### config.mk
export PLATFORM = sky130hd
export DESIGN_NAME = bi_bus_arbiter
export DESIGN_NICKNAME = d
export VERILOG_FILES = /design/src/rtl/bi_bus_arbiter.sv
export SDC_FILE = /design/constraint.sdc
export NUM_CORES = 1
export LEC_CHECK = 0
export BUFFER_PORTS_ARGS = -buffer_cell sky130_fd_sc_hd__buf_4
export CORE_MARGIN = 1
export CORE_UTILIZATION = 59
export CTS_CLUSTER_DIAMETER = 150
export DETAILED_ROUTE_END_ITERATION = 6
export PLACE_DENSITY = 0.85
export SLEW_MARGIN = 20
export SYNTH_ARGS = -nofsm -noshare
export SYNTH_HDL_FRONTEND = slang
export SYNTH_SLANG_ARGS = --single-unit
### constraint.sdc
create_clock -name clk -period 9.48 [get_ports clk]
set_input_delay 0.474 -clock clk [delete_from_list [all_inputs] [get_ports clk]]
set_output_delay 0.474 -clock clk [all_outputs]
set_load 0.02 [all_outputs]
### src/rtl/bi_bus_arbiter.sv
// Two-requester round-robin arbiter feeding a bus-invert coded link.
// Grants one word per cycle, codes it against the current bus word, and tracks inversion statistics.
module bi_bus_arbiter #(
  parameter int W         = 8,
  parameter int MAX_BURST = 4
) (
  input  logic         clk,
  input  logic         rst,
  input  logic         req0_valid,
  input  logic [W-1:0] req0_data,
  output logic         req0_ready,
  input  logic         req1_valid,
  input  logic [W-1:0] req1_data,
  output logic         req1_ready,
  input  logic         bus_stall,
  output logic [W-1:0] bus_data,
  output logic         bus_inv,
  output logic         bus_valid,
  output logic [15:0]  inv_cnt,
  output logic [15:0]  saved_cnt
);

  localparam int HW = $clog2(W + 1);
  localparam int BW = $clog2(MAX_BURST + 1);

  typedef enum logic [1:0] {
    IDLE = 2'd0,
    OWN0 = 2'd1,
    OWN1 = 2'd2
  } state_t;

  state_t        fsm, fsm_n;
  logic          rr_ptr, rr_ptr_n;
  logic [BW-1:0] burst, burst_n;
  logic [W-1:0]  bus_data_n;
  logic          bus_inv_n, bus_valid_n;
  logic [15:0]   inv_cnt_n, saved_cnt_n;

  logic          sel_valid, sel_id;
  logic [W-1:0]  sel_data, diff;
  logic [HW-1:0] hd;
  logic          invert, burst_full, same_owner;
  logic [16:0]   inv_sum, saved_inc, saved_sum;

  assign burst_full = (burst == BW'(MAX_BURST));

  // The current owner keeps the bus until its burst is spent, unless nobody else wants it.
  always_comb begin
    sel_valid = 1'b0;
    sel_id    = 1'b0;
    case (fsm)
      IDLE: begin
        if (req0_valid && req1_valid) begin
          sel_valid = 1'b1;
          sel_id    = rr_ptr;
        end else if (req0_valid || req1_valid) begin
          sel_valid = 1'b1;
          sel_id    = req1_valid;
        end
      end
      OWN0: begin
        if (req0_valid && (!burst_full || !req1_valid)) begin
          sel_valid = 1'b1;
          sel_id    = 1'b0;
        end else if (req1_valid) begin
          sel_valid = 1'b1;
          sel_id    = 1'b1;
        end
      end
      OWN1: begin
        if (req1_valid && (!burst_full || !req0_valid)) begin
          sel_valid = 1'b1;
          sel_id    = 1'b1;
        end else if (req0_valid) begin
          sel_valid = 1'b1;
          sel_id    = 1'b0;
        end
      end
      default: begin
        sel_valid = 1'b0;
        sel_id    = 1'b0;
      end
    endcase
  end

  assign req0_ready = !rst && !bus_stall && sel_valid && !sel_id;
  assign req1_ready = !rst && !bus_stall && sel_valid && sel_id;

  // Hamming distance is taken against the coded word actually on the wires.
  always_comb begin
    sel_data = sel_id ? req1_data : req0_data;
    diff     = sel_data ^ bus_data;
    hd       = '0;
    for (int i = 0; i < W; i++) begin
      hd = hd + HW'(diff[i]);
    end
    invert    = (hd > HW'(W / 2));
    inv_sum   = {1'b0, inv_cnt} + 17'd1;
    saved_inc = (17'(hd) << 1) - 17'(W);
    saved_sum = {1'b0, saved_cnt} + saved_inc;
  end

  assign same_owner = ((fsm == OWN0) && !sel_id) || ((fsm == OWN1) && sel_id);

  always_comb begin
    fsm_n       = fsm;
    rr_ptr_n    = rr_ptr;
    burst_n     = burst;
    bus_data_n  = bus_data;
    bus_inv_n   = bus_inv;
    bus_valid_n = bus_valid;
    inv_cnt_n   = inv_cnt;
    saved_cnt_n = saved_cnt;
    if (!bus_stall) begin
      if (sel_valid) begin
        bus_valid_n = 1'b1;
        fsm_n       = sel_id ? OWN1 : OWN0;
        rr_ptr_n    = ~sel_id;
        burst_n     = (!same_owner || burst_full) ? BW'(1) : burst + BW'(1);
        bus_data_n  = invert ? ~sel_data : sel_data;
        bus_inv_n   = invert;
        if (invert) begin
          inv_cnt_n   = inv_sum[16]   ? 16'hFFFF : inv_sum[15:0];
          saved_cnt_n = saved_sum[16] ? 16'hFFFF : saved_sum[15:0];
        end
      end else begin
        // Idle: the bus keeps its last word so the data lines do not toggle.
        bus_valid_n = 1'b0;
        fsm_n       = IDLE;
        burst_n     = '0;
      end
    end
  end

  always_ff @(posedge clk or posedge rst) begin
    if (rst) begin
      fsm       <= IDLE;
      rr_ptr    <= 1'b0;
      burst     <= '0;
      bus_data  <= '0;
      bus_inv   <= 1'b0;
      bus_valid <= 1'b0;
      inv_cnt   <= '0;
      saved_cnt <= '0;
    end else begin
      fsm       <= fsm_n;
      rr_ptr    <= rr_ptr_n;
      burst     <= burst_n;
      bus_data  <= bus_data_n;
      bus_inv   <= bus_inv_n;
      bus_valid <= bus_valid_n;
      inv_cnt   <= inv_cnt_n;
      saved_cnt <= saved_cnt_n;
    end
  end

endmodule
==> flow_summary.json <==
{
  "syn_avg_cell_area_um2": 9.222,
  "num_rows": 26,
  "hold_path_class": "input port to async pin",
  "hold_viol": 0,
  "layout-drive-gt1-share_pct": 23.37,
  "drt-pass1-iter-count": 5,
  "clock-sinks": 48,
  "diodes": 0,
  "grt_first_pass_wirelength_um": 11220,
  "cts_tree": "yes",
  "rsz0062_at_grt": "false",
  "cts_setup_buffers": 0,
  "die_w_um": 74.90,
  "fmax_ghz": 0.1389,
  "htree_num_levels": 2,
  "layout.nets": 434,
  "grt_usage_pct": 26.08,
  "drv_slew": 0,
  "clk_pin_slew_worst_paths_ns": 0.09,
  "crit_path_top_delay_cell": "o2bb2ai_1",
  "max_stage_delay_ns": 0.94,
  "syn_to_final_growth_pct": 18.48,
  "r2r_end": "inv_cnt[6]",
  "start_kind": "flip-flop",
  "dieArea_um2": 5610,
  "ff2ff_path_depth": 21,
  "vias_per_cell": 5.848,
  "numPortBuffers": 64,
  "synthesis.nets": 376,
  "fill_cells": 387,
  "worst_pin_slew_ns": 1.168,
  "yosysWarnings": 0,
  "cp_cell_sequence": "inv_1 -> ha_1 -> and3_1 -> o21ai_0 -> nand3_1 -> mux2i_1 -> xor2_1 -> fa_1 -> inv_1 -> fa_1 -> inv_1 -> fa_1 -> inv_1 -> ha_1 -> fa_1 -> xnor2_2 -> o2bb2ai_1 -> nand2_1 -> nor2_1 -> nand2_1 -> nand2_1",
  "clock_latency_ns": 0.30,
  "dpl_worst_slack_ns": 2.322,
  "register_area_um2": 1201,
  "crit_required_ns": 9.72,
  "ios": 65,
  "ant_nets": 0,
  "first_global_vias": 2504,
  "r2r-start": "burst[0]",
  "syn_inst": 340,
  "antenna_found_initial": 0,
  "setup_viol": 0,
  "setup_ws_ns": 2.283,
  "max-slew-margin-rel_pct": 22.12,
  "synth-edff-count": 0,
  "cp_max_fo": 12,
  "grt_max_degree": 50,
  "synth_cell_type_count": 58,
  "cts_root_buf": "clkbuf_8",
  "netlist_area_um2": 3136,
  "die_y_um": 74.90,
  "clk_path_buf_depth": 2,
  "finalCritPeriodShare_pct": 75.92,
  "wire_per_inst_um": 15.01,
  "synth-seq-cells": 48,
  "drv_cap": 0,
  "ys_seq_area_share_pct": 38.31,
  "drt_iter0_drc": 140,
  "wl_um": 7027,
  "crit_type": "flip-flop to flip-flop",
  "async_flop_share_pct": 100.0,
  "placeableCoreArea_um2": 5107,
  "status": "complete, no violations",
  "drc": 0,
  "fin_skew_ns": 0.004869,
  "gp_congestion": 0.9022,
  "hold_buffers": 0,
  "initial_core_util_pct": 61.39,
  "cp.arrival_ns": 7.44,
  "multi_input_area_um2": 1803,
  "dr_total_vias": 2737,
  "synth_flop_cell": "dfrtp_1",
  "cp-end-kind": "flip-flop",
  "dp_hpwl_um": 4898,
  "rrSetupSlack_ns": 2.28,
  "post_cts_resized": 0,
  "cts_made_buffers": 5,
  "post-route-min-period_ns": 7.197,
  "timing.setup.tns_ns": 0,
  "grt_overflow": 0
}
==> cell usage in the layout, fill, tap and decap left out, drive strengths merged, types with 2 or more instances in the layout <==
| master | count |
|---|---|
| a21o | 5 |
| a21oi | 11 |
| a22o | 2 |
| a311oi | 5 |
| a31oi | 6 |
| a41oi | 2 |
| and2 | 2 |
| and3 | 7 |
| buf | 65 |
| clkbuf | 5 |
| clkinv | 2 |
| dfrtp | 48 |
| fa | 5 |
| ha | 10 |
| inv | 13 |
| maj3 | 2 |
| mux2 | 2 |
| mux2i | 9 |
| nand2 | 44 |
| nand3 | 18 |
| nand3b | 2 |
| nand4 | 2 |
| nor2 | 29 |
| nor2b | 2 |
| nor3 | 15 |
| nor4 | 3 |
| o211ai | 2 |
| o21a | 3 |
| o21ai | 23 |
| o22ai | 4 |
| o31ai | 2 |
| or2 | 3 |
| or3 | 4 |
| xnor2 | 10 |
| xor2 | 21 |
==> cells in the mapped netlist, drive strengths merged, types with 5 or more instances <==
cell	count	area share (%)
nor2	29	3.6
nor3	15	2.4
ha	10	4.0
xor2	21	5.9
inv	14	1.7
mux2i	9	2.9
xnor2	10	3.0
a21o	5	1.2
dfrtp	48	38
and3	7	1.4
a21oi	11	2.2
a31oi	6	1.7
clkbuf	7	0.84
o21ai	23	3.7
a311oi	5	1.4
nand2	44	5.3
nand3	18	2.9
buf	7	1.7
fa	5	3.2
==> layer usage <==
layer  track usage, %  routed length, um  up-vias  share of wire (%)
met5                0                  0        -                  0
met4            8.386                 74        0                1.1
met1            34.37               3174     1316                 45
met2            44.24               3385      104                 48
li1                 -                  -     1307                  -
met3            4.016                392       10                5.6
==> worst max path at each step <==
stage              from      endpoint  slack [ns]  cells past startpoint
5_1_grt        burst[0]   inv_cnt[11]        1.91                     21
4_1_cts        burst[0]    inv_cnt[6]        2.31                     21
3_3_place_gp   burst[0]   inv_cnt[12]        2.61                     22
2_1_floorplan  burst[0]  saved_cnt[7]        3.53                     28
3_5_place_dp   burst[0]    inv_cnt[6]        2.32                     21
6_report       burst[0]    inv_cnt[6]        2.28                     21
==> per-stage QoR <==
step,util [%],area [um2],cells,hold slack [ns]
floorplan,-,3136,340,0.4672
global placement,71.12,3632,461,0.4521
detailed placement,71.12,3632,461,0.4519
CTS,72.71,3714,468,0.4293
global route,72.73,3715,468,0.3977
finish,72.73,3715,468,0.3228
==> cell families after synthesis <==
family	Yosys count	synth area share, %
adder cells (fa/ha/maj)	17	7.901
AND/OR/NAND/NOR	134	21.23
XOR/XNOR	31	8.899
flip-flops	48	38.31
multiplexers	11	3.591
AO/OA/AOI/OAI	71	15.88
buffers and inverters	28	4.190
==> critical path: cells and delay by family, from the launching register on <==
family	cells	cell delay (ns)
compound gates	2	1.07
xor+xnor	2	0.35
fa+ha+maj	6	2.52
buf+inv	4	0.22
flops	1	0.40
mux	1	0.45
simple gates	6	2.11
==> final cells by class <==
| cell class | count | area share (%) |
|---|---|---|
| clock buffers | 5 | 1.852 |
| clock inverters | 2 | 0.3368 |
| inverters | 14 | 1.448 |
| multi-input cells | 264 | 48.53 |
| flip-flops and latches | 48 | 32.33 |
| well taps | 70 | 2.358 |
| repair buffers | 65 | 13.14 |
==> sequential cells by signal (all words and copies together), names as in the netlist <==
| name | cells |
|---|---|
| saved_cnt | 16 |
| inv_cnt | 16 |
| rr_ptr | 1 |
| fsm | 2 |
| bus_data | 8 |
| burst | 3 |
| bus_inv | 1 |
| bus_valid | 1 |
Power is left out: the tool's default activity adds up to more than one toggle a clock period on the data nets, which glitch-free logic cannot reach.
